==> src/rtl/trap_seq_if.sv <==
// ---------------------------------------------------------------------------
// trap_seq_if
//   Commit bus between the trap sequencer and its consumers: the Machine-mode
//   CSR side-effect strobes/data going to the CSR file, and the fetch
//   redirect valid/ready handshake.
//
//   master : the trap sequencer (drives strobes, data and redir_valid/pc)
//   slave  : CSR file + fetch unit (drives redir_ready)
// ---------------------------------------------------------------------------
interface trap_seq_if #(
    parameter int PC_SZ = 32,
    parameter int RSZ   = 32
);
    logic             mepc_we;
    logic [PC_SZ-1:0] mepc_wd;
    logic             mcause_we;
    logic [RSZ-1:0]   mcause_wd;
    logic             mtval_we;
    logic [RSZ-1:0]   mtval_wd;
    logic             mstatus_trap;
    logic [1:0]       mpp_wd;
    logic             mstatus_mret;
    logic             redir_valid;
    logic [PC_SZ-1:0] redir_pc;
    logic             redir_ready;

    modport master (
        output mepc_we, mepc_wd, mcause_we, mcause_wd, mtval_we, mtval_wd,
               mstatus_trap, mpp_wd, mstatus_mret, redir_valid, redir_pc,
        input  redir_ready
    );

    modport slave (
        input  mepc_we, mepc_wd, mcause_we, mcause_wd, mtval_we, mtval_wd,
               mstatus_trap, mpp_wd, mstatus_mret, redir_valid, redir_pc,
        output redir_ready
    );
endinterface

==> src/rtl/trap_seq.sv <==
// ---------------------------------------------------------------------------
// trap_seq
//   Trap commit sequencer in the WB stage. Detects an exception, interrupt or
//   MRET on the retiring instruction, drains the pipeline, issues the
//   Machine-mode CSR side effects in a single cycle and then redirects fetch
//   to the handler (trap) or to mepc (MRET) through a valid/ready handshake.
//
//   Ports:
//     clk_in, reset_in       clock, asynchronous active-low reset
//     wb_valid, wb_pc        retiring instruction and its PC
//     exception_*            synchronous exception flag / code / trap value
//     interrupt_*            interrupt request (level) / code
//     mret                   WB instruction is MRET
//     trap_pc, mode, mepc_in handler address, current mode, current mepc
//     pipe_empty             upstream stages are empty after the flush
//     retire_kill            suppress retirement of the WB instruction
//     flush                  squash IF..MEM
//     busy                   sequencer is not idle
//     cmt                    CSR write strobes + fetch redirect handshake
// ---------------------------------------------------------------------------
module trap_seq #(
    parameter int PC_SZ = 32,
    parameter int RSZ   = 32
) (
    input  logic             clk_in,
    input  logic             reset_in,
    input  logic             wb_valid,
    input  logic [PC_SZ-1:0] wb_pc,
    input  logic             exception_flag,
    input  logic [3:0]       exception_cause,
    input  logic [RSZ-1:0]   exception_tval,
    input  logic             interrupt_flag,
    input  logic [3:0]       interrupt_cause,
    input  logic             mret,
    input  logic [PC_SZ-1:0] trap_pc,
    input  logic [1:0]       mode,
    input  logic [PC_SZ-1:0] mepc_in,
    input  logic             pipe_empty,
    output logic             retire_kill,
    output logic             flush,
    output logic             busy,
    trap_seq_if.master       cmt
);

    localparam logic [1:0] S_IDLE     = 2'd0;
    localparam logic [1:0] S_FLUSH    = 2'd1;
    localparam logic [1:0] S_CSR_WR   = 2'd2;
    localparam logic [1:0] S_REDIRECT = 2'd3;

    localparam logic [1:0] T_EXC = 2'd0;
    localparam logic [1:0] T_IRQ = 2'd1;
    localparam logic [1:0] T_RET = 2'd2;

    logic [1:0]       state_q, state_d;
    logic [1:0]       type_q, type_d;
    logic [PC_SZ-1:0] pc_q, pc_d;
    logic [4:0]       cause_q, cause_d;
    logic [RSZ-1:0]   tval_q, tval_d;
    logic [PC_SZ-1:0] tgt_q, tgt_d;
    logic [1:0]       mode_q;

    logic in_idle;
    logic take_event;
    logic csr_cycle;
    logic csr_trap;

    assign in_idle    = (state_q == S_IDLE);
    // Flags are only meaningful alongside a valid WB instruction, and only
    // while idle; anything arriving mid-sequence is dropped.
    assign take_event = in_idle & wb_valid & (exception_flag | interrupt_flag | mret);

    // Event classification and capture values, fixed priority EXC > IRQ > RET.
    // NOTE: every always_comb output gets a default first so no path can
    // leave it unassigned and infer a latch.
    always_comb begin
        type_d  = T_RET;
        pc_d    = mepc_in;
        cause_d = '0;
        tval_d  = '0;
        tgt_d   = mepc_in;
        if (exception_flag) begin
            type_d  = T_EXC;
            pc_d    = wb_pc;
            cause_d = {1'b0, exception_cause};
            tval_d  = exception_tval;
            tgt_d   = trap_pc;
        end else if (interrupt_flag) begin
            type_d  = T_IRQ;
            pc_d    = wb_pc;
            cause_d = {1'b1, interrupt_cause};
            tgt_d   = trap_pc;
        end
    end

    always_comb begin
        state_d = state_q;
        case (state_q)
            S_IDLE:     if (take_event)      state_d = S_FLUSH;
            S_FLUSH:    if (pipe_empty)      state_d = S_CSR_WR;
            S_CSR_WR:                        state_d = S_REDIRECT;
            S_REDIRECT: if (cmt.redir_ready) state_d = S_IDLE;
            default:                         state_d = S_IDLE;
        endcase
    end

    // NOTE: sequential state uses non-blocking assignments so every flop
    // samples pre-edge values regardless of statement order.
    // Capture registers are reset too (not just the state) so no stale
    // CSR data can ever appear on the bus after reset.
    always_ff @(posedge clk_in or negedge reset_in) begin
        if (!reset_in) begin
            state_q <= S_IDLE;
            type_q  <= T_EXC;
            pc_q    <= '0;
            cause_q <= '0;
            tval_q  <= '0;
            tgt_q   <= '0;
            mode_q  <= '0;
        end else begin
            state_q <= state_d;
            if (take_event) begin
                type_q  <= type_d;
                pc_q    <= pc_d;
                cause_q <= cause_d;
                tval_q  <= tval_d;
                tgt_q   <= tgt_d;
                mode_q  <= mode;
            end
        end
    end

    // All outputs decode from registered state, so the asynchronous reset
    // drops them immediately. retire_kill is the only path from inputs; it
    // is gated by reset so it too is low while reset is held.
    assign retire_kill = reset_in & in_idle & wb_valid & (exception_flag | interrupt_flag);
    assign flush       = (state_q == S_FLUSH);
    assign busy        = !in_idle;

    assign csr_cycle = (state_q == S_CSR_WR);
    assign csr_trap  = csr_cycle & (type_q != T_RET);

    assign cmt.mepc_we      = csr_trap;
    assign cmt.mepc_wd      = csr_trap ? {pc_q[PC_SZ-1:2], 2'b00} : '0;
    assign cmt.mcause_we    = csr_trap;
    assign cmt.mcause_wd    = csr_trap ? {cause_q[4], {(RSZ-5){1'b0}}, cause_q[3:0]} : '0;
    assign cmt.mtval_we     = csr_trap;
    assign cmt.mtval_wd     = csr_trap ? tval_q : '0;
    assign cmt.mstatus_trap = csr_trap;
    assign cmt.mpp_wd       = csr_trap ? mode_q : 2'b00;
    assign cmt.mstatus_mret = csr_cycle & (type_q == T_RET);

    assign cmt.redir_valid  = (state_q == S_REDIRECT);
    assign cmt.redir_pc     = cmt.redir_valid ? tgt_q : '0;

endmodule
==> src/flat_wrapper.sv <==
// flat-port wrapper written by rule: the top's interface ports become plain ports
module trap_seq_flat 
#(
    parameter int PC_SZ = 32,
    parameter int RSZ   = 32
)
  (clk_in, reset_in, wb_valid, wb_pc, exception_flag, exception_cause, exception_tval, interrupt_flag, interrupt_cause, mret, trap_pc, mode, mepc_in, pipe_empty, retire_kill, flush, busy, cmt_mepc_we, cmt_mepc_wd, cmt_mcause_we, cmt_mcause_wd, cmt_mtval_we, cmt_mtval_wd, cmt_mstatus_trap, cmt_mpp_wd, cmt_mstatus_mret, cmt_redir_valid, cmt_redir_pc, cmt_redir_ready);
  trap_seq_if #(.PC_SZ(PC_SZ), .RSZ(RSZ)) cmt_i ();
  input  logic clk_in;
  input  logic reset_in;
  input  logic wb_valid;
  input  logic [PC_SZ-1:0] wb_pc;
  input  logic exception_flag;
  input  logic [3:0] exception_cause;
  input  logic [RSZ-1:0] exception_tval;
  input  logic interrupt_flag;
  input  logic [3:0] interrupt_cause;
  input  logic mret;
  input  logic [PC_SZ-1:0] trap_pc;
  input  logic [1:0] mode;
  input  logic [PC_SZ-1:0] mepc_in;
  input  logic pipe_empty;
  output logic retire_kill;
  output logic flush;
  output logic busy;
  output wire logic [$bits(cmt_i.mepc_we)-1:0] cmt_mepc_we;
  output wire logic [$bits(cmt_i.mepc_wd)-1:0] cmt_mepc_wd;
  output wire logic [$bits(cmt_i.mcause_we)-1:0] cmt_mcause_we;
  output wire logic [$bits(cmt_i.mcause_wd)-1:0] cmt_mcause_wd;
  output wire logic [$bits(cmt_i.mtval_we)-1:0] cmt_mtval_we;
  output wire logic [$bits(cmt_i.mtval_wd)-1:0] cmt_mtval_wd;
  output wire logic [$bits(cmt_i.mstatus_trap)-1:0] cmt_mstatus_trap;
  output wire logic [$bits(cmt_i.mpp_wd)-1:0] cmt_mpp_wd;
  output wire logic [$bits(cmt_i.mstatus_mret)-1:0] cmt_mstatus_mret;
  output wire logic [$bits(cmt_i.redir_valid)-1:0] cmt_redir_valid;
  output wire logic [$bits(cmt_i.redir_pc)-1:0] cmt_redir_pc;
  input wire logic [$bits(cmt_i.redir_ready)-1:0] cmt_redir_ready;
  assign cmt_mepc_we = cmt_i.mepc_we;
  assign cmt_mepc_wd = cmt_i.mepc_wd;
  assign cmt_mcause_we = cmt_i.mcause_we;
  assign cmt_mcause_wd = cmt_i.mcause_wd;
  assign cmt_mtval_we = cmt_i.mtval_we;
  assign cmt_mtval_wd = cmt_i.mtval_wd;
  assign cmt_mstatus_trap = cmt_i.mstatus_trap;
  assign cmt_mpp_wd = cmt_i.mpp_wd;
  assign cmt_mstatus_mret = cmt_i.mstatus_mret;
  assign cmt_redir_valid = cmt_i.redir_valid;
  assign cmt_redir_pc = cmt_i.redir_pc;
  assign cmt_i.redir_ready = cmt_redir_ready;
  trap_seq #(.PC_SZ(PC_SZ), .RSZ(RSZ)) u_core (.clk_in(clk_in), .reset_in(reset_in), .wb_valid(wb_valid), .wb_pc(wb_pc), .exception_flag(exception_flag), .exception_cause(exception_cause), .exception_tval(exception_tval), .interrupt_flag(interrupt_flag), .interrupt_cause(interrupt_cause), .mret(mret), .trap_pc(trap_pc), .mode(mode), .mepc_in(mepc_in), .pipe_empty(pipe_empty), .retire_kill(retire_kill), .flush(flush), .busy(busy), .cmt(cmt_i));
endmodule
==> config.mk <==
export PLATFORM = sky130hd
export DESIGN_NAME = trap_seq_flat
export DESIGN_NICKNAME = d
export VERILOG_FILES = /design/src/rtl/trap_seq_if.sv /design/src/rtl/trap_seq.sv /design/src/flat_wrapper.sv
export SDC_FILE = /design/constraint.sdc
export NUM_CORES = 1
export LEC_CHECK = 0
export ABC_CLOCK_PERIOD_IN_PS = 6400
export CAP_MARGIN = 10
export CORE_ASPECT_RATIO = 0.6
export CORE_UTILIZATION = 43
export CTS_CLUSTER_SIZE = 12
export DETAILED_ROUTE_END_ITERATION = 8
export GPL_ROUTABILITY_DRIVEN = 0
export PLACE_DENSITY = 0.86
export SYNTH_ARGS = -nofsm -noshare
export SYNTH_HDL_FRONTEND = slang
export SYNTH_SLANG_ARGS = --single-unit
export TNS_END_PERCENT = 30
==> constraint.sdc <==
create_clock -name clk_in -period 6.4 [get_ports clk_in]
set_input_delay 1.28 -clock clk_in [delete_from_list [all_inputs] [get_ports clk_in]]
set_output_delay 1.28 -clock clk_in [all_outputs]
set_load 0.02 [all_outputs]
# Word level (Yosys, flattened, before mapping)

Cells that the tools add are included.

Order comparisons: 0
Multiplexer cells: 18
Divide/modulo/power cells: 0
Reduce and logical (&&, ||, !) cells: 3
Equal/unequal tests: 8
Add/subtract/negate cells: 0
Shift operators: 0
Bitwise gates (word level): 9
$mul: 0

Operator list:

| cell                                           | count |
|---|---|
| two-way mux 32 bit                             | 9 |
| two-way mux 2 bit                              | 6 |
| two-way mux 5 bit                              | 2 |
| inequality test 2 bit (second input constant)  | 4 |
| case mux 2 bit (4 select lines)                | 1 |
| bitwise AND 1 bit                              | 7 |
| == test 2 bit (second input constant)          | 3 |
| AND reduction 3 bit                            | 1 |
| == test 2 x 1 -> 1 bit (second input constant) | 1 |
| zero test 2 bit                                | 1 |
| OR 1 bit                                       | 2 |
| zero test 1 bit                                | 1 |

Input bits: 146
Register bits: 107
RAM bits: 0
Memories: 0
ROM bits: 0
Output and inout port bits: 139
Bits in latches: 0
Word-level logic and storage cells: 45

# Depth between registers and ports, before layout

Word-level depth: 5
Mapped depth: 8
Mapped depth without buffers: 5

# Least setup slack after synthesis

No wires, ideal clock.

Path kind: in2out
From: input exception_flag
To: output retire_kill
Data required time: 5.120 ns
Arrival time: 2.248 ns
Slack: 2.872 ns
Buffers on the path: 3
Stages: 6
Cell sequence: or2_1 > buf_2 > and3_4 > buf_6 > buf_6 > and2_1

Word-level cells in the longest chain between the ends: 2

RTL lines:

| what              | RTL line           | text |
|---|---|---|
| start, declared   | flat_wrapper.sv:13 | `input logic exception_flag;` |
| OR 1 bit          | trap_seq.sv:135    | `assign retire_kill = reset_in & in_idle & wb_valid & (exception_flag \| interrupt_flag);` |
| bitwise AND 1 bit | trap_seq.sv:135    |  |
| end, declared     | flat_wrapper.sv:23 | `output logic retire_kill;` |

Every way passes these cells.

# Worst setup path in the final report

From: input interrupt_flag
To: output retire_kill

Word-level cells in the longest chain between the ends: 2

RTL lines:

| what              | RTL line           | text |
|---|---|---|
| start, declared   | flat_wrapper.sv:16 | `input logic interrupt_flag;` |
| OR 1 bit          | trap_seq.sv:135    |  |
| bitwise AND 1 bit | trap_seq.sv:135    |  |

Every way passes these cells.

==> out/qor.yml <==
critical_path:
  cpPeakStageDelay_ps: 720
  start_kind: "primary input"
  critical_path_arrival_ps: 3870
  cpMostUsedCell: "clkdlybuf4s50_1"
  path_max_fanout: 34
  critPathLaunch: "interrupt_flag"
  crit_buf_inv: 3
  crit_family: "buffers and inverters"
  critical_path_required_ps: 5120
  crit_chain: "clkdlybuf4s50_1 > or2_1 > buf_4 > and3_4 > and2_1 > clkdlybuf4s50_1"
  r2r_slack_ps: 3970
  cp-end-kind: "primary output"
  slowest_stage: "clkdlybuf4s50_1"
  rr_startpoint: "u_core.state_q[0]$_DFFE_PN0P_"
  path_class: "primary input to primary output"
  reg2reg_to: "u_core.tgt_q[26]$_DFFE_PN0P_"
  worst-r2r-cell-count: 6
drt:
  first_pass_iters: 5
  wire_per_inst_um: 16.4
  vias: 5059
  totalWireLength_um: 16400
  first_iter_violations: 276
  drtAntennaViolNets: 0
  via_per_inst: 5.03
  drc: 0
synth:
  avgSynthCellArea_um2: 8.90
  yosys_warnings: 0
  synth_seq_area_share_pct: 47.5
  syn_inst: 616
  netlist_area_mm2: 0.00548
  yosys.cell_types.count: 32
  synth-async-reset-ratio_pct: 100
  ys.flop_type: "dfrtp_1"
  synth_edf_count: 0
  ys_ff_latch: 104
layout:
  antenna_cells: 0
  area_growth_pct: 51.0
  final_cell_area_mm2: 0.00828
  nets: 987
  drive_gt1_share_pct: 3.81
placed_design:
  dp_hpwl_um: 11600
  placed_area_mm2: 0.00796
  portBuffers: 253
clock_tree:
  cts_root_buf: "clkbuf_16"
  cts_hold_buf: 0
  cts_buffer_depth: 2
  cts.htree.levels: 3
  numCtsBuffers: 9
  cts_tree: "built"
  cts_resized: 0
  worstSkewPairLatency_ps: 340
  post-cts-setup-buffer-count: 0
  cts_sinks: 104
  clk_pin_slew_ps: 70
floorplanning:
  num_rows: 31
  initial_core_util_pct: 44.7
  core_mm2: 0.0123
  boundaryPins: 285
  die_w_um: 148
  dieArea_mm2: 0.0132
  fp.dieH_um: 89.5
timing:
  max_freq_mhz: 194
  fin_crit_sh_pct: 80.5
  fin_worst_skew_ps: 10.3
  period_minus_slack_ps: 5150
  finalSetupViolCount: 0
  rsz0062_at_grt: "false"
  maxSlewHeadroom_pct: 46.6
  tns_ps: 0
  hold_viol: 0
  slew_violations: 0
  worstMarginPinSlew_ps: 801
grt:
  track_usage_pct: 24.8
  grt_pass1_wl_um: 25100
  grt.overflow.total: 0
  first_global_vias: 4750
  grt_max_degree: 73
  antenna_found_initial: 0
power_and_ir_drop:
  power.leakage_nw: 3.77
  ir_worst_vdd_v: 0.000205
  power_density_mw_per_mm2: 402
run_status:
  status: "finished, final reports clean"
min_path:
  hp-start: "u_core.tval_q[30]$_DFFE_PN0P_"
  hold_depth: 2
  hp-class: "flip-flop to flip-flop"
  holdPathEnd: "u_core.tval_q[30]$_DFFE_PN0P_"
run:
  cap_violations: 0
[placed cells by master, fill, tap and decap left out, types with 2 or more instances in the layout]
cell type	synthesis	routed
clkdlybuf4s50_1	0	252
nand2_1	134	134
dfrtp_1	104	104
and2_1	102	102
nor2_1	34	33
nand3_1	32	32
a31oi_1	32	32
and3_1	31	31
a221o_1	29	29
conb_1	1	29
buf_4	32	10
inv_1	9	9
clkbuf_16	0	9
ha_1	5	5
a222oi_1	4	4
a21oi_1	2	2
o21ai_0	2	2
nor2b_1	2	2
bufinv_16	0	2
[final cells by class]
type | instances | area (um2)
fillers | 1040 | 3980
flip-flops and latches | 104 | 2600
repair buffers | 262 | 2600
multi-input cells | 450 | 2520
clock buffers | 10 | 239
well taps | 165 | 206
clock inverters | 5 | 81.3
inverters | 9 | 33.8
[worst reg2reg max path: stages, from the launching register on]
cell and delay, ps:
dfrtp_1 410, inv_1 140, ha_1 400, o311a_4 570, buf_4 470, and3_1 270, a221o_1 110
[per-stage QoR]
stage | hold WS [ps] | total power (W) | cells | worst slack [ps] | util [%]
after floorplan | 430 | 0.00206 | 644 | 2870 | -
after global placement | 440 | 0.00271 | 990 | 1290 | 64.9
after detailed placement | 448 | 0.00275 | 990 | 1250 | 64.9
after CTS | 462 | 0.00335 | 1005 | 1250 | 67.5
after global routing | 476 | 0.00354 | 1005 | 1170 | 67.5
final | 459 | 0.00333 | 1005 | 1250 | 67.5
[cell families after synthesis]
family | share of synthesized area, %
simple gates | 30.6
buf+inv | 9.24
flops | 47.5
fa+ha+maj | 1.14
other cells | 0.0684
compound gates | 11.1
mux | 0.388
[how the worst max path moves through the flow]
stage	to	slack, ps	cells past startpoint
finish	retire_kill	1250	6
global route	retire_kill	1170	6
CTS	retire_kill	1250	6
detailed placement	retire_kill	1250	6
global placement	retire_kill	1290	6
floorplan	retire_kill	2870	6
[power breakdown]
part	switching [W]	total [W]	internal [W]
Clock	0.000244	0.000596	0.000352
Combinational	0.000853	0.00163	0.000773
Sequential	0.000147	0.00110	0.000957
Total	0.00124	0.00333	0.00208
[flip-flops by register name (all words and copies together) (netlist names)]
| name | flops |
|---|---|
| u_core.tval_q | 32 |
| u_core.type_q | 2 |
| u_core.mode_q | 2 |
| u_core.pc_q | 30 |
| u_core.state_q | 2 |
| u_core.cause_q | 4 |
| u_core.tgt_q | 32 |
[metal layers]
layer / vias up / share of wire, % / track usage, %
met5: - / 0 / 0
met4: 0 / 1.0 / 5.81
met3: 18 / 8.1 / 7.35
met2: 190 / 46 / 40.2
met1: 2410 / 44 / 32.9
li1: 2441 / - / -
[cells in the mapped netlist, types with 2 or more instances]
| master | n | area, um2 |
|---|---|---|
| a21oi_1 | 2 | 10.0 |
| a221o_1 | 29 | 290 |
| a222oi_1 | 4 | 40.0 |
| a31oi_1 | 32 | 200 |
| and2_1 | 102 | 638 |
| and3_1 | 31 | 194 |
| buf_1 | 6 | 22.5 |
| buf_2 | 15 | 75.1 |
| buf_4 | 32 | 240 |
| buf_6 | 4 | 45.0 |
| clkbuf_1 | 24 | 90.1 |
| dfrtp_1 | 104 | 2600 |
| ha_1 | 5 | 62.6 |
| inv_1 | 9 | 33.8 |
| nand2_1 | 134 | 503 |
| nand3_1 | 32 | 160 |
| nor2_1 | 34 | 128 |
| nor2b_1 | 2 | 12.5 |
| o21ai_0 | 2 | 10.0 |
Power figures use the tool's default switching activity.
